### config.mk
export PLATFORM = sky130hd
export DESIGN_NAME = fa_delay_probe
export DESIGN_NICKNAME = d
export VERILOG_FILES = /design/src/rtl/fa_delay_probe.sv
export SDC_FILE = /design/constraint.sdc
export NUM_CORES = 1
export LEC_CHECK = 0
export ABC_AREA = 1
export CORE_UTILIZATION = 47
export CTS_CLUSTER_DIAMETER = 30
export CTS_CLUSTER_SIZE = 28
export DETAILED_ROUTE_END_ITERATION = 8
export MAX_ROUTING_LAYER = met4
export PLACE_DENSITY = 0.73
export SLEW_MARGIN = 0
export SYNTH_ARGS = -nofsm -noshare
export SYNTH_HDL_FRONTEND = slang
export SYNTH_SLANG_ARGS = --single-unit
### constraint.sdc
create_clock -name clk -period 1.32 [get_ports clk]
set_clock_uncertainty 0.05 [all_clocks]
set_input_delay 0.198 -clock clk [delete_from_list [all_inputs] [get_ports clk]]
set_output_delay 0.198 -clock clk [all_outputs]
set_load 0.05 [all_outputs]
### src/rtl/fa_delay_probe.sv
// rtl/fa_delay_probe.sv - carry-in toggle / sum-return latency probe for a full adder under test
//
// Purpose:
//   Drives carry-in of an adder with a=b=1. Each accepted start toggles cin_out once,
//   then counts clock edges until the synchronised sum equals the new carry-in.
//   At that match it also checks that the synchronised carry-out is 1. If no match
//   arrives within TIMEOUT edges, the measurement aborts with an error.
//
// Ports:
//   clk      in  1      clock
//   rst_n    in  1      asynchronous active-low reset
//   start    in  1      measurement request, sampled only in IDLE
//   sum_in   in  1      adder sum, asynchronous to clk
//   cout_in  in  1      adder carry-out, asynchronous to clk
//   cin_out  out 1      registered carry-in drive
//   busy     out 1      measurement in flight
//   done     out 1      set at completion, cleared by the next accepted start
//   err      out 1      timeout, or carry-out low at the match (valid with done)
//   latency  out CNT_W  edges from the toggle edge to the first synchronised match
module fa_delay_probe #(
  parameter int SYNC_STAGES = 2,
  parameter int CNT_W       = 8,
  parameter int TIMEOUT     = 255
) (
  input  logic             clk,
  input  logic             rst_n,
  input  logic             start,
  input  logic             sum_in,
  input  logic             cout_in,
  output logic             cin_out,
  output logic             busy,
  output logic             done,
  output logic             err,
  output logic [CNT_W-1:0] latency
);

  typedef enum logic {
    ST_IDLE = 1'b0,
    ST_WAIT = 1'b1
  } state_t;

  localparam logic [CNT_W-1:0] TIMEOUT_C = CNT_W'(TIMEOUT);

  state_t                 state;
  logic [CNT_W-1:0]       cnt;
  logic [SYNC_STAGES-1:0] sum_sync;
  logic [SYNC_STAGES-1:0] cout_sync;
  logic                   sum_s;
  logic                   cout_s;
  logic                   match;

  assign sum_s  = sum_sync[SYNC_STAGES-1];
  assign cout_s = cout_sync[SYNC_STAGES-1];
  assign match  = (sum_s == cin_out);

  // Synchronisers run in every state so the measured latency includes their depth.
  always_ff @(posedge clk or negedge rst_n) begin
    if (!rst_n) begin
      sum_sync  <= '0;
      cout_sync <= '0;
    end else begin
      sum_sync  <= {sum_sync[SYNC_STAGES-2:0], sum_in};
      cout_sync <= {cout_sync[SYNC_STAGES-2:0], cout_in};
    end
  end

  always_ff @(posedge clk or negedge rst_n) begin
    if (!rst_n) begin
      state   <= ST_IDLE;
      cnt     <= '0;
      cin_out <= 1'b0;
      busy    <= 1'b0;
      done    <= 1'b0;
      err     <= 1'b0;
      latency <= '0;
    end else begin
      case (state)
        ST_IDLE: begin
          if (start) begin
            cin_out <= ~cin_out;
            cnt     <= '0;
            busy    <= 1'b1;
            done    <= 1'b0;
            err     <= 1'b0;
            state   <= ST_WAIT;
          end
        end
        ST_WAIT: begin
          // Match wins over timeout when both happen on the same edge.
          if (match) begin
            latency <= cnt;
            err     <= ~cout_s;
            done    <= 1'b1;
            busy    <= 1'b0;
            state   <= ST_IDLE;
          end else if (cnt == TIMEOUT_C) begin
            latency <= TIMEOUT_C;
            err     <= 1'b1;
            done    <= 1'b1;
            busy    <= 1'b0;
            state   <= ST_IDLE;
          end else begin
            // Only advanced while staying, so cnt never wraps past TIMEOUT.
            cnt <= cnt + 1'b1;
          end
        end
        default: state <= ST_IDLE;
      endcase
    end
  end

endmodule

==> results.cfg <==
[power_and_ir_drop]
power_density_nw_per_um2 = 2520
p_leak_nw = 0.870
ir_drop_mv = 1.91

[worst_setup_path]
reg2reg_to = latency[2]$_DFFE_PN0P_
regToRegStartpoint = cnt[1]$_DFFE_PN0P_
worstSetupEndpointType = flip-flop
ff2ff_path_depth = 7
cp_data_arrival_time_ns = 1.67
path_max_fanout = 10
crit_path_end = latency[2]$_DFFE_PN0P_
cp.required_ns = 1.51
critical_path_class = reg -> reg
regToRegSetupSlack_ns = -0.16
critPathLaunchType = flip-flop
crit_start = cnt[1]$_DFFE_PN0P_

[routing]
drt-vias-per-instance = 5.20
dr_total_vias = 1065
dr.pass1.iters = 4
drtIter0Drc = 17
detail-route-antenna-nets = 0
finalWirelength_um = 2740
drc = 0
routedWlPerCell_um = 13.4

[grt]
overflow = 0
grt_pass1_vias = 1086
grt_max_degree = 26
grt_antenna_before_repair = 0
grt_first_pass_wirelength_um = 4510
track_usage_pct = 23.4

[logic_synthesis]
syn_nets = 147
netlist_top_cells_area = dfrtp_1 (53%), nand3_1 (14%), nand2_1 (12%)
synth-seq-area-share_pct = 53.0
synthCells = 141
netlist_area_um2 = 1180
synth_seq_cells = 25
synth_top_area_share_pct = 53.0
yosysUniqueCellTypes = 20
synth_area_leader_cell = dfrtp_1
synth.avg_cell_area_um2 = 8.38
synth_warnings = 0

[floorplan]
die_y_um = 52.1
num_io_pins = 17
core-area_um2 = 2300
initial_core_util_pct = 51.4
rows = 17
die-area_um2 = 2720
chipWidth_um = 52.1

[timing]
maxSlewHeadroom_pct = 77.3
rsz0062_at_grt = yes
setup_viol = 19
worst_slack_ns = -0.157
final_hold_viol_count = 0
timing.hold.ws_ns = 0.158
finalCriticalPeriod_ns = 1.48
fin_setup_tns_ns = -2.29
clock.fmax_mhz = 677
tightest_slew_ns = 0.339
drv_slew = 0
period_share_pct = 112

[cts]
cts_hold_buf = 0
root_buffer = clkbuf_4
clkTransAtPathRegs_ns = 0.14
htreeDepth = 1
numCtsBuffers = 3
worstSkewPairLatency_ns = 0.33
cts_tree = built
cts_sinks = 25
clk_path_buf_depth = 2

[finish]
finalInstanceArea_um2 = 1770
drive_above_1_share_pct = 37.3
seq_area_um2 = 627
multi_input_area_um2 = 581
syn_to_final_growth_pct = 49.5
final_nets = 184
num_antenna_cells = 0
fill_cells = 141

[outcome]
violations = negative setup slack
status = finished with violations

[min_path]
hold_path_class = in -> async

[flow_run]
cap_violations = 0

[placed_design]
gp_congestion = 0.969
port_buffers = 16
hpwl_um = 1890
placed_area_um2 = 1610
logic make-up after synthesis:
| family | Yosys count | share of synthesized area, % |
|---|---|---|
| adder cells (fa/ha/maj) | 1 | 1.06 |
| buffers and inverters | 15 | 5.72 |
| flip-flops | 25 | 53.0 |
| AO/OA/AOI/OAI | 5 | 2.33 |
| AND/OR/NAND/NOR | 92 | 35.7 |
| XOR/XNOR | 3 | 2.22 |
layout make-up:
cell class | instances | share of cell area [%]
Sequential cell | 25 | 35.5
Timing Repair Buffer | 37 | 25.7
Inverter | 10 | 2.27
Multi-Input combinational cell | 101 | 32.9
Tap cell | 28 | 1.98
Clock buffer | 3 | 1.28
Clock inverter | 1 | 0.425
stage by stage:
| stage | std cells | utilization, % | total power, mW | setup slack (ns) |
|---|---|---|---|---|
| 5_1_grt | 205 | 76.9 | 4.69 | -0.223 |
| 3_3_place_gp | 199 | 70.2 | 3.79 | -0.0267 |
| 3_5_place_dp | 199 | 70.2 | 3.85 | -0.0554 |
| 6_report | 205 | 76.9 | 4.44 | -0.157 |
| 2_1_floorplan | 141 | - | 2.62 | -0.00771 |
| 4_1_cts | 205 | 73.7 | 4.29 | -0.0741 |
Yosys cell counts:
| cell type | count |
|---|---|
| nand2_1 | 38 |
| dfrtp_1 | 25 |
| nand3_2 | 1 |
| nand2_2 | 3 |
| buf_2 | 3 |
| nor2_4 | 1 |
| inv_2 | 2 |
| nor2_1 | 11 |
| nand3_1 | 32 |
| or2_2 | 5 |
| clkbuf_1 | 1 |
| buf_6 | 1 |
| o21ai_0 | 1 |
| o21a_1 | 1 |
| nand4_1 | 1 |
| o21ai_1 | 3 |
| ha_1 | 1 |
| xor2_1 | 2 |
| inv_1 | 8 |
| xnor2_1 | 1 |
how the worst min path moves through the flow:
stage,slack (ns),to,depth (start not counted),startpoint
2_1_floorplan,-0.15,busy$_DFFE_PN0P_,0,rst_n
3_3_place_gp,0.28,sum_sync[1]$_DFF_PN0_,0,sum_sync[0]$_DFF_PN0_
3_5_place_dp,0.29,cout_sync[1]$_DFF_PN0_,0,cout_sync[0]$_DFF_PN0_
4_1_cts,0.17,busy$_DFFE_PN0P_,2,rst_n
5_1_grt,0.19,busy$_DFFE_PN0P_,2,rst_n
6_report,0.16,busy$_DFFE_PN0P_,2,rst_n
sequential cells by signal, indices dropped and copies added (netlist names):
signal / cells
busy: 1
cin_out: 1
cnt: 8
cout_sync: 2
done: 1
err: 1
latency: 8
state: 1
sum_sync: 2
cells in the final DEF (no fill, tap or decap), types with 2 or more instances in the layout:
cell / n
buf_12: 12
buf_4: 17
buf_6: 4
clkbuf_4: 3
clkdlybuf4s50_1: 4
dfrtp_1: 24
inv_1: 7
inv_2: 2
nand2_1: 32
nand2_2: 6
nand2_8: 2
nand3_1: 27
nand3_2: 5
nor2_1: 10
o21ai_2: 2
or2_2: 5
xor2_1: 2
per-layer routing:
layer  share of wire (%)  global-route usage [%]  vias up
li1                    -                       -      524
met1                  42                    26.9      510
met2                  53                    40.8       29
met3                 3.6                    3.80        2
met4                0.91                    8.77        0
met5                   0                       -        -
report_power, final:
group	leakage, nW	switching [mW]	internal [mW]	total, mW
Combinational	0.547	1.50	1.29	2.79
Sequential	0.309	0.266	1.02	1.29
Clock	0.0139	0.244	0.116	0.361
what timing repair did:
action | in CTS | in global routing
pin swaps | 1 | 3
setup buffers | 2 | 0
gates resized for setup | 9 | 17
cloned | 0 | 0
endpoints found under the setup margin | 18 | 22
critical path, stage by stage (launching register included):
cell	delay [ns]
dfrtp_1	0.41
ha_2	0.21
nand2_2	0.07
nor2_4	0.13
nand4_1	0.18
buf_6	0.20
nand3_1	0.07
nand2_1	0.06
(Power assumes the default switching activity.)
